<file path="src/rtl/mem_spm_bus_if.sv">
// MEM-stage memory-access front end: steers each load/store either to the
// scratchpad (zero wait states) or to the shared system bus via a
// request/grant/ready handshake, stalls the pipeline during bus accesses,
// and holds bus read data until the pipeline can take it.
// Optional feature macro: MEM_BUS_TIMEOUT_EN (bus-ready timeout with bus_err pulse).
module mem_spm_bus_if #(
    parameter int          ADDR_W     = 30,
    parameter int          DATA_W     = 32,
    parameter int          SPM_ADDR_W = 12,
    parameter logic [2:0]  SPM_SEL    = 3'b001
`ifdef MEM_BUS_TIMEOUT_EN
    ,
    parameter int          TIMEOUT_CYC = 255
`endif
) (
    input  logic                  clk,
    input  logic                  reset,
    input  logic                  stall,
    input  logic                  flush,
    input  logic [ADDR_W-1:0]     addr,
    input  logic                  as_,
    input  logic                  rw,
    input  logic [DATA_W-1:0]     wr_data,
    output logic [DATA_W-1:0]     rd_data,
    output logic                  busy,
    output logic [SPM_ADDR_W-1:0] spm_addr,
    output logic                  spm_as_,
    output logic                  spm_rw,
    output logic [DATA_W-1:0]     spm_wr_data,
    input  logic [DATA_W-1:0]     spm_rd_data,
    output logic                  bus_req_,
    input  logic                  bus_grnt_,
    output logic [ADDR_W-1:0]     bus_addr,
    output logic                  bus_as_,
    output logic                  bus_rw,
    output logic [DATA_W-1:0]     bus_wr_data,
    input  logic [DATA_W-1:0]     bus_rd_data,
    input  logic                  bus_rdy_,
    output logic                  bus_err
);

    typedef enum logic [1:0] {ST_IDLE, ST_REQ, ST_ACCESS, ST_STALL} state_t;

    state_t              r_state, w_state_next;
    logic                r_bus_req, w_bus_req_next;
    logic                r_bus_as, w_bus_as_next;
    logic                r_bus_rw, w_bus_rw_next;
    logic [ADDR_W-1:0]   r_bus_addr, w_bus_addr_next;
    logic [DATA_W-1:0]   r_bus_wr_data, w_bus_wr_data_next;
    logic [DATA_W-1:0]   r_rd_buf, w_rd_buf_next;
    logic                w_spm_hit;
    logic                w_access;

`ifdef MEM_BUS_TIMEOUT_EN
    localparam int CNT_W = ($clog2(TIMEOUT_CYC + 1) > 8) ? $clog2(TIMEOUT_CYC + 1) : 8;
    logic [CNT_W-1:0]    r_cnt, w_cnt_next;
    logic                r_bus_err, w_bus_err_next;
`endif

    assign w_spm_hit   = (addr[ADDR_W-1 -: 3] == SPM_SEL);
    assign w_access    = ~as_ & ~flush;

    // Scratchpad side is a pure pass-through except for the strobe.
    assign spm_addr    = addr[SPM_ADDR_W-1:0];
    assign spm_rw      = rw;
    assign spm_wr_data = wr_data;

    assign bus_req_    = r_bus_req;
    assign bus_as_     = r_bus_as;
    assign bus_rw      = r_bus_rw;
    assign bus_addr    = r_bus_addr;
    assign bus_wr_data = r_bus_wr_data;

`ifdef MEM_BUS_TIMEOUT_EN
    assign bus_err     = r_bus_err;
`else
    assign bus_err     = 1'b0;
`endif

    // Next-state, next-register values and combinational pipeline outputs.
    always_comb begin
        w_state_next       = r_state;
        w_bus_req_next     = r_bus_req;
        w_bus_as_next      = 1'b1;       // strobe is a single-cycle pulse
        w_bus_rw_next      = r_bus_rw;
        w_bus_addr_next    = r_bus_addr;
        w_bus_wr_data_next = r_bus_wr_data;
        w_rd_buf_next      = r_rd_buf;
        busy               = 1'b0;
        rd_data            = r_rd_buf;
        spm_as_            = 1'b1;
`ifdef MEM_BUS_TIMEOUT_EN
        w_cnt_next         = r_cnt;
        w_bus_err_next     = 1'b0;
`endif
        case (r_state)
            ST_IDLE: begin
                if (w_access) begin
                    if (w_spm_hit) begin
                        // RAM read latency is absorbed by the MEM/WB register.
                        spm_as_ = 1'b0;
                        rd_data = spm_rd_data;
                    end else begin
                        busy               = 1'b1;
                        w_bus_req_next     = 1'b0;
                        w_bus_addr_next    = addr;
                        w_bus_rw_next      = rw;
                        w_bus_wr_data_next = wr_data;
                        w_state_next       = ST_REQ;
                    end
                end
            end
            ST_REQ: begin
                busy = 1'b1;
                if (!bus_grnt_) begin
                    w_bus_as_next = 1'b0;
                    w_state_next  = ST_ACCESS;
`ifdef MEM_BUS_TIMEOUT_EN
                    w_cnt_next    = '0;
`endif
                end
            end
            ST_ACCESS: begin
                if (!bus_rdy_) begin
                    // Forward immediately and keep a copy in case the pipeline stalls.
                    rd_data        = bus_rd_data;
                    w_rd_buf_next  = bus_rd_data;
                    w_bus_req_next = 1'b1;
                    w_state_next   = stall ? ST_STALL : ST_IDLE;
`ifdef MEM_BUS_TIMEOUT_EN
                end else if (r_cnt == CNT_W'(TIMEOUT_CYC - 1)) begin
                    w_rd_buf_next  = '0;
                    w_bus_req_next = 1'b1;
                    w_bus_err_next = 1'b1;
                    w_state_next   = stall ? ST_STALL : ST_IDLE;
                end else begin
                    busy       = 1'b1;
                    w_cnt_next = r_cnt + 1'b1;
`else
                end else begin
                    busy = 1'b1;
`endif
                end
            end
            ST_STALL: begin
                if (!stall) begin
                    w_state_next = ST_IDLE;
                end
            end
            default: begin
                w_state_next = ST_IDLE;
            end
        endcase
    end

    // State and bus-side registers; reset overrides everything.
    always_ff @(posedge clk) begin
        if (reset) begin
            r_state       <= ST_IDLE;
            r_bus_req     <= 1'b1;
            r_bus_as      <= 1'b1;
            r_bus_rw      <= 1'b1;
            r_bus_addr    <= '0;
            r_bus_wr_data <= '0;
            r_rd_buf      <= '0;
`ifdef MEM_BUS_TIMEOUT_EN
            r_cnt         <= '0;
            r_bus_err     <= 1'b0;
`endif
        end else begin
            r_state       <= w_state_next;
            r_bus_req     <= w_bus_req_next;
            r_bus_as      <= w_bus_as_next;
            r_bus_rw      <= w_bus_rw_next;
            r_bus_addr    <= w_bus_addr_next;
            r_bus_wr_data <= w_bus_wr_data_next;
            r_rd_buf      <= w_rd_buf_next;
`ifdef MEM_BUS_TIMEOUT_EN
            r_cnt         <= w_cnt_next;
            r_bus_err     <= w_bus_err_next;
`endif
        end
    end

endmodule

</file>
<file path="config.mk">
export PLATFORM = sky130hd
export DESIGN_NAME = mem_spm_bus_if
export DESIGN_NICKNAME = d
export VERILOG_FILES = /design/src/rtl/mem_spm_bus_if.sv
export SDC_FILE = /design/constraint.sdc
export NUM_CORES = 1
export LEC_CHECK = 0
export CORE_MARGIN = 4
export CORE_UTILIZATION = 30
export DETAILED_ROUTE_END_ITERATION = 7
export PLACE_DENSITY_LB_ADDON = 0.25
export SYNTH_ARGS = -nofsm -noshare
export SYNTH_HDL_FRONTEND = slang
export SYNTH_SLANG_ARGS = --single-unit
</file>
<file path="constraint.sdc">
create_clock -name clk -period 3.8 [get_ports clk]
set_input_delay 0.76 -clock clk [delete_from_list [all_inputs] [get_ports clk]]
set_output_delay 0.76 -clock clk [all_outputs]
set_load 0.02 [all_outputs]
</file>
After elaboration in Yosys (flattened, before gate mapping)

Cells that the tools add are included.

Flip-flop bits (word level): 99
Input bits: 134
Output and inout bits: 145
Logic and storage cells: 49

Equality and inequality tests: 9
Muxes and demuxes: 22
Bitwise operators: 5
Reductions and logical operators: 6

Operator list:

| kind               | count |
|---|---|
| $mux 32            | 3 |
| $pmux 32 s2        | 1 |
| $mux 2             | 6 |
| $ne 2x2->1 const B | 5 |
| $mux 1             | 9 |
| $pmux 2 s4         | 1 |
| $reduce_and 5->1   | 1 |
| $eq 2x2->1 const B | 2 |
| $not 1->1          | 4 |
| $reduce_and 4->1   | 1 |
| $eq 3x1->1 const B | 1 |
| $pmux 1 s3         | 1 |
| $reduce_and 3->1   | 1 |
| $eq 2x1->1 const B | 1 |
| $logic_not 2->1    | 1 |
| $pmux 1 s2         | 1 |
| $reduce_bool 2->1  | 1 |
| $reduce_or 2->1    | 1 |
| $and 1x1->1        | 1 |

Logic depth before layout (Yosys ltp)

Gate-level depths: netlist of run 1.

Depth after elaboration: 4
Depth in mapped cells: 6
Gate-level depth less buffers: 3

Worst setup path before layout of run 1

Ideal clock, no wire load.

Kind: input port to output port
From: in addr[29]
To: out rd_data[13]
Arrival: 1.898 ns
Required time: 3.040 ns
Setup slack: 1.142 ns
Stages on the path: 5
Path buffers: 2
Cell sequence: or3b_1 -> buf_2 -> nor3_4 -> buf_4 -> o311a_1

Cells in the longest elaborated chain, start to end: 4

Ends and longest elaborated chain:

| item            | line | source |
|---|---|---|
| start, declared | 20   | `input logic [ADDR_W-1:0] addr,` |
| $eq 3x1->1      | 60   | `assign w_spm_hit = (addr[ADDR_W-1 -: 3] == SPM_SEL);` |
| $mux 32         | 99   | `if (w_spm_hit) begin` |
| $mux 32         | 98   | `if (w_access) begin` |
| $pmux 32 s2     | 96   | `case (r_state)` |
| end, declared   | 24   | `output logic [DATA_W-1:0] rd_data,` |

Every way passes these cells.

Worst setup path after layout of run 1

From: in addr[29]
To: out rd_data[26]

The elaborated chain is that of the path after synthesis.

==> results of run 1 <==
## through the flow
step / worst slack [ps] / instance area, um2 / power (mW) / cells
after floorplan: 1140 / 5350 / 1.49 / 710
after global placement: 109 / 7830 / 1.81 / 1103
after detailed placement: 82.6 / 7830 / 1.81 / 1103
after CTS: 55.8 / 8150 / 2.81 / 1119
after global routing: -22.0 / 8170 / 2.90 / 1119
final: 90.5 / 8170 / 2.77 / 1119
## cell usage after synthesis, drive strengths merged, types with 2 or more instances
cell type  count  area [um2]
a21oi         96         480
a32oi         22         193
and3           2        12.5
buf           89         604
clkbuf        34         130
dfxtp         99        1980
inv           25        93.8
nand2         89         334
nand2b         3        18.8
nand3         60         300
nand4          9        56.3
nor2          25        93.8
nor3          25         136
nor3b          2        25.0
o211ai        31         233
o21ai         62         325
o22ai          2        12.5
o311a         22         220
or3b           2        17.5
## layer usage
layer | vias up | GRT usage (%)
met5 | - | 0
met4 | 2 | 7.58
met3 | 35 | 4.95
met2 | 253 | 28.1
met1 | 2665 | 22.6
li1 | 2856 | -
## power groups by stage
stage | clock network (mW) | registers, mW | logic [mW]
finish | 0.986 | 1.11 | 0.677
floorplan | 0 | 1.16 | 0.327
global route | 1.06 | 1.11 | 0.726
detailed placement | 0 | 1.13 | 0.683
global placement | 0 | 1.13 | 0.683
CTS | 1.02 | 1.11 | 0.685
## cells in the final DEF (no fill, tap or decap), drive strengths merged, types with 25 or more instances in the layout
cell type / Yosys / layout
a21oi: 96 / 96
clkdlybuf4s50: 0 / 267
dfxtp: 99 / 99
inv: 25 / 26
nand2: 89 / 89
nand3: 60 / 60
nor2: 25 / 25
nor3: 25 / 25
o211ai: 31 / 31
o21ai: 62 / 62
## path summary, 6_finish.rpt
kind | startpoint | depth (start not counted) | endpoint | slack [ps]
setup / recovery | addr[29] | 6 | rd_data[26] | 90
hold reg to reg | bus_addr[19] | 2 | bus_addr[19] | 460
setup reg to reg | r_state[0] | 5 | bus_rw | 1320
hold / removal | bus_addr[19] | 2 | bus_addr[19] | 460
## final cells by class
| class | count | area [um2] |
|---|---|---|
| well taps | 225 | 282 |
| clock buffers | 10 | 229 |
| multi-input cells | 463 | 2560 |
| repair buffers | 291 | 2930 |
| inverters | 25 | 93.8 |
| flip-flops and latches | 99 | 1980 |
| fillers | 1711 | 9250 |
| clock inverters | 6 | 88.8 |
## cell families after synthesis
group           Yosys count  synth area share (%)
compound gates          241                  28.3
other cells               1                0.0701
simple gates            221                  19.2
buf+inv                 148                  15.5
flops                    99                  37.0
## flip-flops by register name (all words and copies together) (netlist names)
register and cells:
r_rd_buf 32, bus_rw 1, bus_req_ 1, r_state 2, bus_wr_data 32, bus_as_ 1, bus_addr 30
## worst register-to-register path, stage by stage (launching register included)
cell	delay, ps
dfxtp_2	510
buf_4	360
nor4_2	360
buf_4	590
nand2_1	240
a211o_1	320
==> impl_metrics.ini, run 1 <==
[setup_path]
crit_top_cell = clkdlybuf4s50_1
cp-end-kind = output port
cp_num_buf_inv = 3
worstPathRequired_ps = 3040
critical_path.startpoint_type = input port
path_max_fanout = 23
cp_top_family = buffers and inverters
arrival_ps = 2950
slowest_stage = clkdlybuf4s50_1
crit_chain = clkdlybuf4s50_1 > or3b_2 > nor3_4 > buf_12 > o311a_1 > clkdlybuf4s50_1
crit_type = in -> out
critPathMaxStageDelay_ps = 610

[route]
wl_met3_um = 1630
drcViolationCount = 0
finalWirelength_um = 18900
dr.pass1.iters = 5
met2_length_um = 8750
met1_length_um = 7940
via_per_inst = 5.19
vias = 5811
highest_layer = met5
wl_per_cell_um = 16.9
ant_nets = 0
dr.first_iter.drc_count = 266

[timing]
finalClockSkew_ps = 10.4
slew_headroom_pct = 27.8
hold_viol = 0
min_period_ps = 3710
min_period_over_period_pct = 97.6
setup_viol = 0
tns_ps = 0
holdWs_ps = 461
fmax_mhz = 270
maxSlewViolCount = 0
tightestPinTransition_ps = 1080

[grt]
grt_pass1_wl_um = 28900
overflow = 0
grt_use_total_pct = 17.7
antenna_found_initial = 1
grt_max_degree = 100
grt_pass1_vias = 5299

[die]
coreArea_um2 = 17400
fp.dieW_um = 142
start_util_pct = 30.7
num_rows = 48
ios = 279
die-area_um2 = 20000
die_h_um = 142

[power_and_ir_drop]
ir_worst_vdd_v = 0.000186
pwr-share-comb_pct = 24.4
seqPwrFrac_pct = 40.0
p_sw_mw = 0.776
pwr_density_cell_nw_per_um2 = 339
power.share.switching_pct = 28.0
internal_power_mw = 1.99
clkPwrFrac_pct = 35.6
p_leak_nw = 2.80

[cells_and_area]
area.growth.synth_to_final_pct = 52.7
antenna_cells = 0
drive_gt1_share_pct = 5.26
utilization_pct = 46.9
layout.nets = 1023

[cts]
htree_levels = 3
clk_pin_slew_ps = 70
cts_setup_buffers = 0
clock_path_buffers = 2
numCtsBuffers = 9
numClockSinks = 99
cts_tree = yes
hold_buffers = 0
clockRootBuffer = clkbuf_16
clk_latency_ps = 350
cts-resized-gates = 0

[logic_synthesis]
syn_area_per_cell_um2 = 7.54
yosys_warnings = 0
syn_nets = 844
synth_area_um2 = 5350
synth_cell_type_count = 38
netlist_instances = 710
async_flop_share_pct = 0
synth-seq-area-share_pct = 37.0
ys_seq_elements = 99
synthFlopType = dfxtp_1
synth_edf_count = 0

[placed_design]
numPortBuffers = 277
place.gp.congestion = 0.838
hpwlAfterDp_um = 13300

[worst_hold_path]
hold_path.class = reg -> reg

[outcome]
status = completed

[job]
drv_cap = 0
(Power assumes the default switching activity.)
==> inputs of run 2 (changes only) <==
==> constraint.sdc (replaced) <==
create_clock -name clk -period 3.8 [get_ports clk]
set_input_delay 0.38 -clock clk [delete_from_list [all_inputs] [get_ports clk]]
set_output_delay 0.38 -clock clk [all_outputs]
set_load 0.02 [all_outputs]
==> impl_metrics.ini, run 2 (synthesized netlist as in run 1, its figures left out) <==
[outcome]
status = completed

[cells_and_area]
antenna_cells = 0
stdcell_count = 1119
fill_cells = 1744
drive_gt1_share_pct = 5.26
final_cell_mix = 275 x clkdlybuf4s50_1, 97 x dfxtp_1, 96 x a21oi_1, 89 x nand2_1, 60 x nand3_1
area.growth.synth_to_final_pct = 51.2
layout.nets = 1023
layout_commonest_cell = clkdlybuf4s50_1

[power_and_ir_drop]
p_sw_mw = 0.805
clkPwrFrac_pct = 33.2
pwr_density_cell_nw_per_um2 = 331
pwr-share-comb_pct = 25.4
seqPwrFrac_pct = 41.4
power.share.switching_pct = 30.1
ir_worst_vdd_v = 0.000195
internal_power_mw = 1.87
p_leak_nw = 2.64

[setup_path]
rr_startpoint = r_state[0]
cp-end-kind = output port
reg2regPathDepth = 5
reg2reg_to = bus_rw
path_max_fanout = 37
arrival_ps = 2820
worstPathRequired_ps = 3420
critical_path.startpoint_type = register
rrSetupSlack_ps = 1260
crit_type = reg -> out

[cts]
clk_pin_slew_ps = 70
numCtsBuffers = 9
cts_setup_buffers = 0
clk_latency_ps = 350
cts-resized-gates = 0
clock_path_buffers = 2
numClockSinks = 99
htree_levels = 3
hold_buffers = 0
clockRootBuffer = clkbuf_16
cts_tree = yes

[timing]
maxSlewViolCount = 0
hold_viol = 0
finalClockSkew_ps = 9.50
min_period_ps = 3200
fmax_mhz = 312
holdWs_ps = 460
setup_viol = 0
rsz0062_at_grt = no
tightestPinTransition_ps = 1090
tns_ps = 0
slew_headroom_pct = 27.3
min_period_over_period_pct = 84.3

[worst_hold_path]
min-delay-start = bus_wr_data[11]
hold_depth = 2
hold-path-endpoint = bus_wr_data[11]
hold_path.class = reg -> reg

[grt]
grt_use_total_pct = 17.9
grt_pass1_vias = 5346
antenna_found_initial = 0
grt_pass1_wl_um = 29400
overflow = 0
grt_max_degree = 100

[route]
finalWirelength_um = 19200
ant_nets = 0
vias = 5778
via_per_inst = 5.16
wl_per_cell_um = 17.2
drcViolationCount = 0
dr.pass1.iters = 4
dr.first_iter.drc_count = 432

[job]
drv_cap = 0

[placed_design]
place.gp.congestion = 0.862
hpwlAfterDp_um = 13500
numPortBuffers = 277
dpl.cell_count = 1103

[die]
coreArea_um2 = 17400
ios = 279
fp.dieW_um = 142
num_rows = 48
start_util_pct = 30.7
die_h_um = 142
die-area_um2 = 20000
==> run 2: changes by cell type in the layout (fill, tap and decap cells not counted), sizes merged <==
| cell | change |
|---|---|
| inv | +2 |
| clkdlybuf4s50 | +8 |
| clkinvlp | -1 |
| bufinv | -2 |
| dlymetal6s2s | -8 |
| clkinv | +2 |
| clkbuf | -1 |
==> run 2: how the worst max path moves through the flow <==
stage	startpoint	to	slack (ps)
5_1_grt	r_state[0]	rd_data[25]	380
3_5_place_dp	addr[29]	rd_data[26]	760
6_report	r_state[0]	rd_data[25]	600
3_3_place_gp	addr[29]	rd_data[19]	790
4_1_cts	r_state[0]	rd_data[25]	570
2_1_floorplan	r_state[1]	rd_data[31]	1890
==> run 2: cell type report <==
cell class	instances	area, um2	share of cell area [%]
Timing Repair Buffer	291	2880	35.6
Multi-Input combinational cell	463	2560	31.7
Tap cell	225	282	3.48
Clock buffer	9	225	2.78
Clock inverter	7	58.8	0.727
Inverter	25	93.8	1.16
Sequential cell	99	1980	24.5
==> run 2: routing by layer <==
layer,global-route usage (%),part of all wire [%]
met5,0,0
met4,5.20,1.6
met2,29.3,48
met3,5.29,8.9
met1,23.0,42
==> run 2: critical path, cell delays in order (launching register included) <==
cell and delay [ps]:
dfxtp_2 780, nor2_1 350, and3_1 420, o211ai_1 280, clkdlybuf4s50_1 650
==> run 2: metrics by stage <==
step	power (mW)	utilization [%]	instance area (um2)	worst slack, ps
3_3_place_gp	1.81	44.8	7800	790
2_1_floorplan	1.49	-	5350	1890
5_1_grt	2.80	46.4	8090	376
4_1_cts	2.72	46.4	8090	567
6_report	2.67	46.4	8090	596
3_5_place_dp	1.82	44.8	7800	761
==> run 2: power groups by stage <==
stage	logic (mW)	clock network, mW	registers, mW
2_1_floorplan	0.327	0	1.16
3_3_place_gp	0.682	0	1.13
3_5_place_dp	0.683	0	1.13
6_report	0.679	0.888	1.11
5_1_grt	0.728	0.959	1.11
4_1_cts	0.685	0.922	1.11
==> inputs of run 3 (changes only) <==
clock period = 2.73 ns   (was 3.8 ns; I/O delays follow)
==> impl_metrics.ini, run 3 (synthesized netlist as in run 1, its figures left out) <==
[outcome]
status = completed

[power_and_ir_drop]
seqPwrFrac_pct = 40.7
clkPwrFrac_pct = 33.4
p_sw_mw = 1.12
pwr_density_cell_nw_per_um2 = 455
internal_power_mw = 2.65
p_leak_nw = 2.91
ir_worst_vdd_v = 0.000284
power.share.switching_pct = 29.8
pwr-share-comb_pct = 25.9
p_total_mw = 3.77

[cts]
cts_setup_buffers = 0
clockRootBuffer = clkbuf_16
htree_levels = 3
clk_latency_ps = 350
clk_pin_slew_ps = 70
cts_tree = yes
cts-resized-gates = 1
numClockSinks = 99
hold_buffers = 0
numCtsBuffers = 9
clock_path_buffers = 2

[grt]
grt_pass1_vias = 5433
grt_pass1_wl_um = 29600
grt_max_degree = 66
antenna_found_initial = 1
grt_use_total_pct = 18.1
overflow = 0

[cells_and_area]
stdcell_area_um2 = 8290
layout.nets = 1040
drive_gt1_share_pct = 7.14
area.growth.synth_to_final_pct = 55.0
layout_commonest_cell = clkdlybuf4s50_1
fill_cells = 1731
antenna_cells = 0
final_cell_mix = 265 x clkdlybuf4s50_1, 97 x dfxtp_1, 96 x a21oi_1, 89 x nand2_1, 60 x nand3_1

[worst_hold_path]
hold-path-endpoint = bus_rw
hold_depth = 1
hold_path.class = reg -> reg
min-delay-start = bus_rw

[die]
ios = 279
start_util_pct = 30.7
num_rows = 48
coreArea_um2 = 17400
fp.dieW_um = 142
die_h_um = 142
die-area_um2 = 20000

[timing]
min_period_ps = 2660
holdWs_ps = 465
finalClockSkew_ps = 9.26
fmax_mhz = 376
hold_viol = 0
rsz0062_at_grt = no
slew_headroom_pct = 48.4
tightestPinTransition_ps = 773
setup_viol = 0
maxSlewViolCount = 0
min_period_over_period_pct = 97.4

[setup_path]
rrSetupSlack_ps = 600
reg2reg_to = bus_rw
crit_chain = clkdlybuf4s50_1 > or3b_2 > nor3_4 > buf_12 > o311a_1 > clkdlybuf4s50_1
worstPathRequired_ps = 2460
critical_path.startpoint_type = input port
slowest_stage = clkdlybuf4s50_1
cp_top_family = buffers and inverters
arrival_ps = 2390
critPathMaxStageDelay_ps = 600
crit_top_cell = clkdlybuf4s50_1
crit_type = in -> out
cp-end-kind = output port
reg2regPathDepth = 5
rr_startpoint = r_state[0]
path_max_fanout = 23
cp_num_buf_inv = 3

[route]
ant_nets = 0
via_per_inst = 5.18
dr.first_iter.drc_count = 334
wl_per_cell_um = 17.1
drcViolationCount = 0
finalWirelength_um = 19400
dr.pass1.iters = 5
vias = 5880

[placed_design]
hpwlAfterDp_um = 13900
numPortBuffers = 277
placed_cell_area_um2 = 7970
place.gp.congestion = 0.861

[job]
drv_cap = 0
## run 3: changes by cell type in the layout (fill, tap and decap cells not counted), moves of 3 or more
cell             change
buf_12               +3
clkdlybuf4s50_1     -10
dlymetal6s2s_1      +10
buf_4               +13
## run 3: routing by layer
metal	wire length, um	up-vias	global-route usage (%)
li1	-	2886	-
met1	8010	2722	22.9
met2	9190	241	29.5
met3	1750	29	5.70
met4	437	2	5.81
met5	16	-	0
## run 3: worst max path at each step
stage / from / cells past startpoint / slack (ps) / to
floorplan: r_state[1] / 5 / 930 / rd_data[31]
global route: addr[29] / 8 / 1 / rd_data[11]
detailed placement: addr[29] / 7 / -20 / rd_data[2]
global placement: addr[27] / 7 / -30 / rd_data[2]
finish: addr[27] / 6 / 70 / rd_data[16]
CTS: addr[27] / 6 / 50 / rd_data[1]
## run 3: area by class of cell
class	instances	area, um2	share of cell area [%]
inverters	25	93.8	1.13
clock inverters	6	53.8	0.649
well taps	225	282	3.40
repair buffers	308	3080	37.1
clock buffers	10	239	2.88
flip-flops and latches	99	1980	23.9
multi-input cells	463	2560	30.9
## run 3: power by group through the flow
| stage | Combinational [mW] | Clock (mW) | Sequential (mW) |
|---|---|---|---|
| floorplan | 0.456 | 0 | 1.62 |
| global placement | 0.982 | 0 | 1.57 |
| detailed placement | 0.983 | 0 | 1.57 |
| CTS | 0.986 | 1.33 | 1.53 |
| global route | 1.04 | 1.38 | 1.54 |
| finish | 0.977 | 1.26 | 1.53 |
## run 3: through the flow
stage          utilization (%)  instances  TNS (ps)  worst slack, ps
6_report                  47.6       1136         0             70.1
5_1_grt                   47.6       1136         0             1.43
4_1_cts                   47.4       1136         0             52.8
3_5_place_dp              45.8       1120     -56.5            -18.4
3_3_place_gp              45.8       1120      -223            -32.9
2_1_floorplan                -        710         0              926
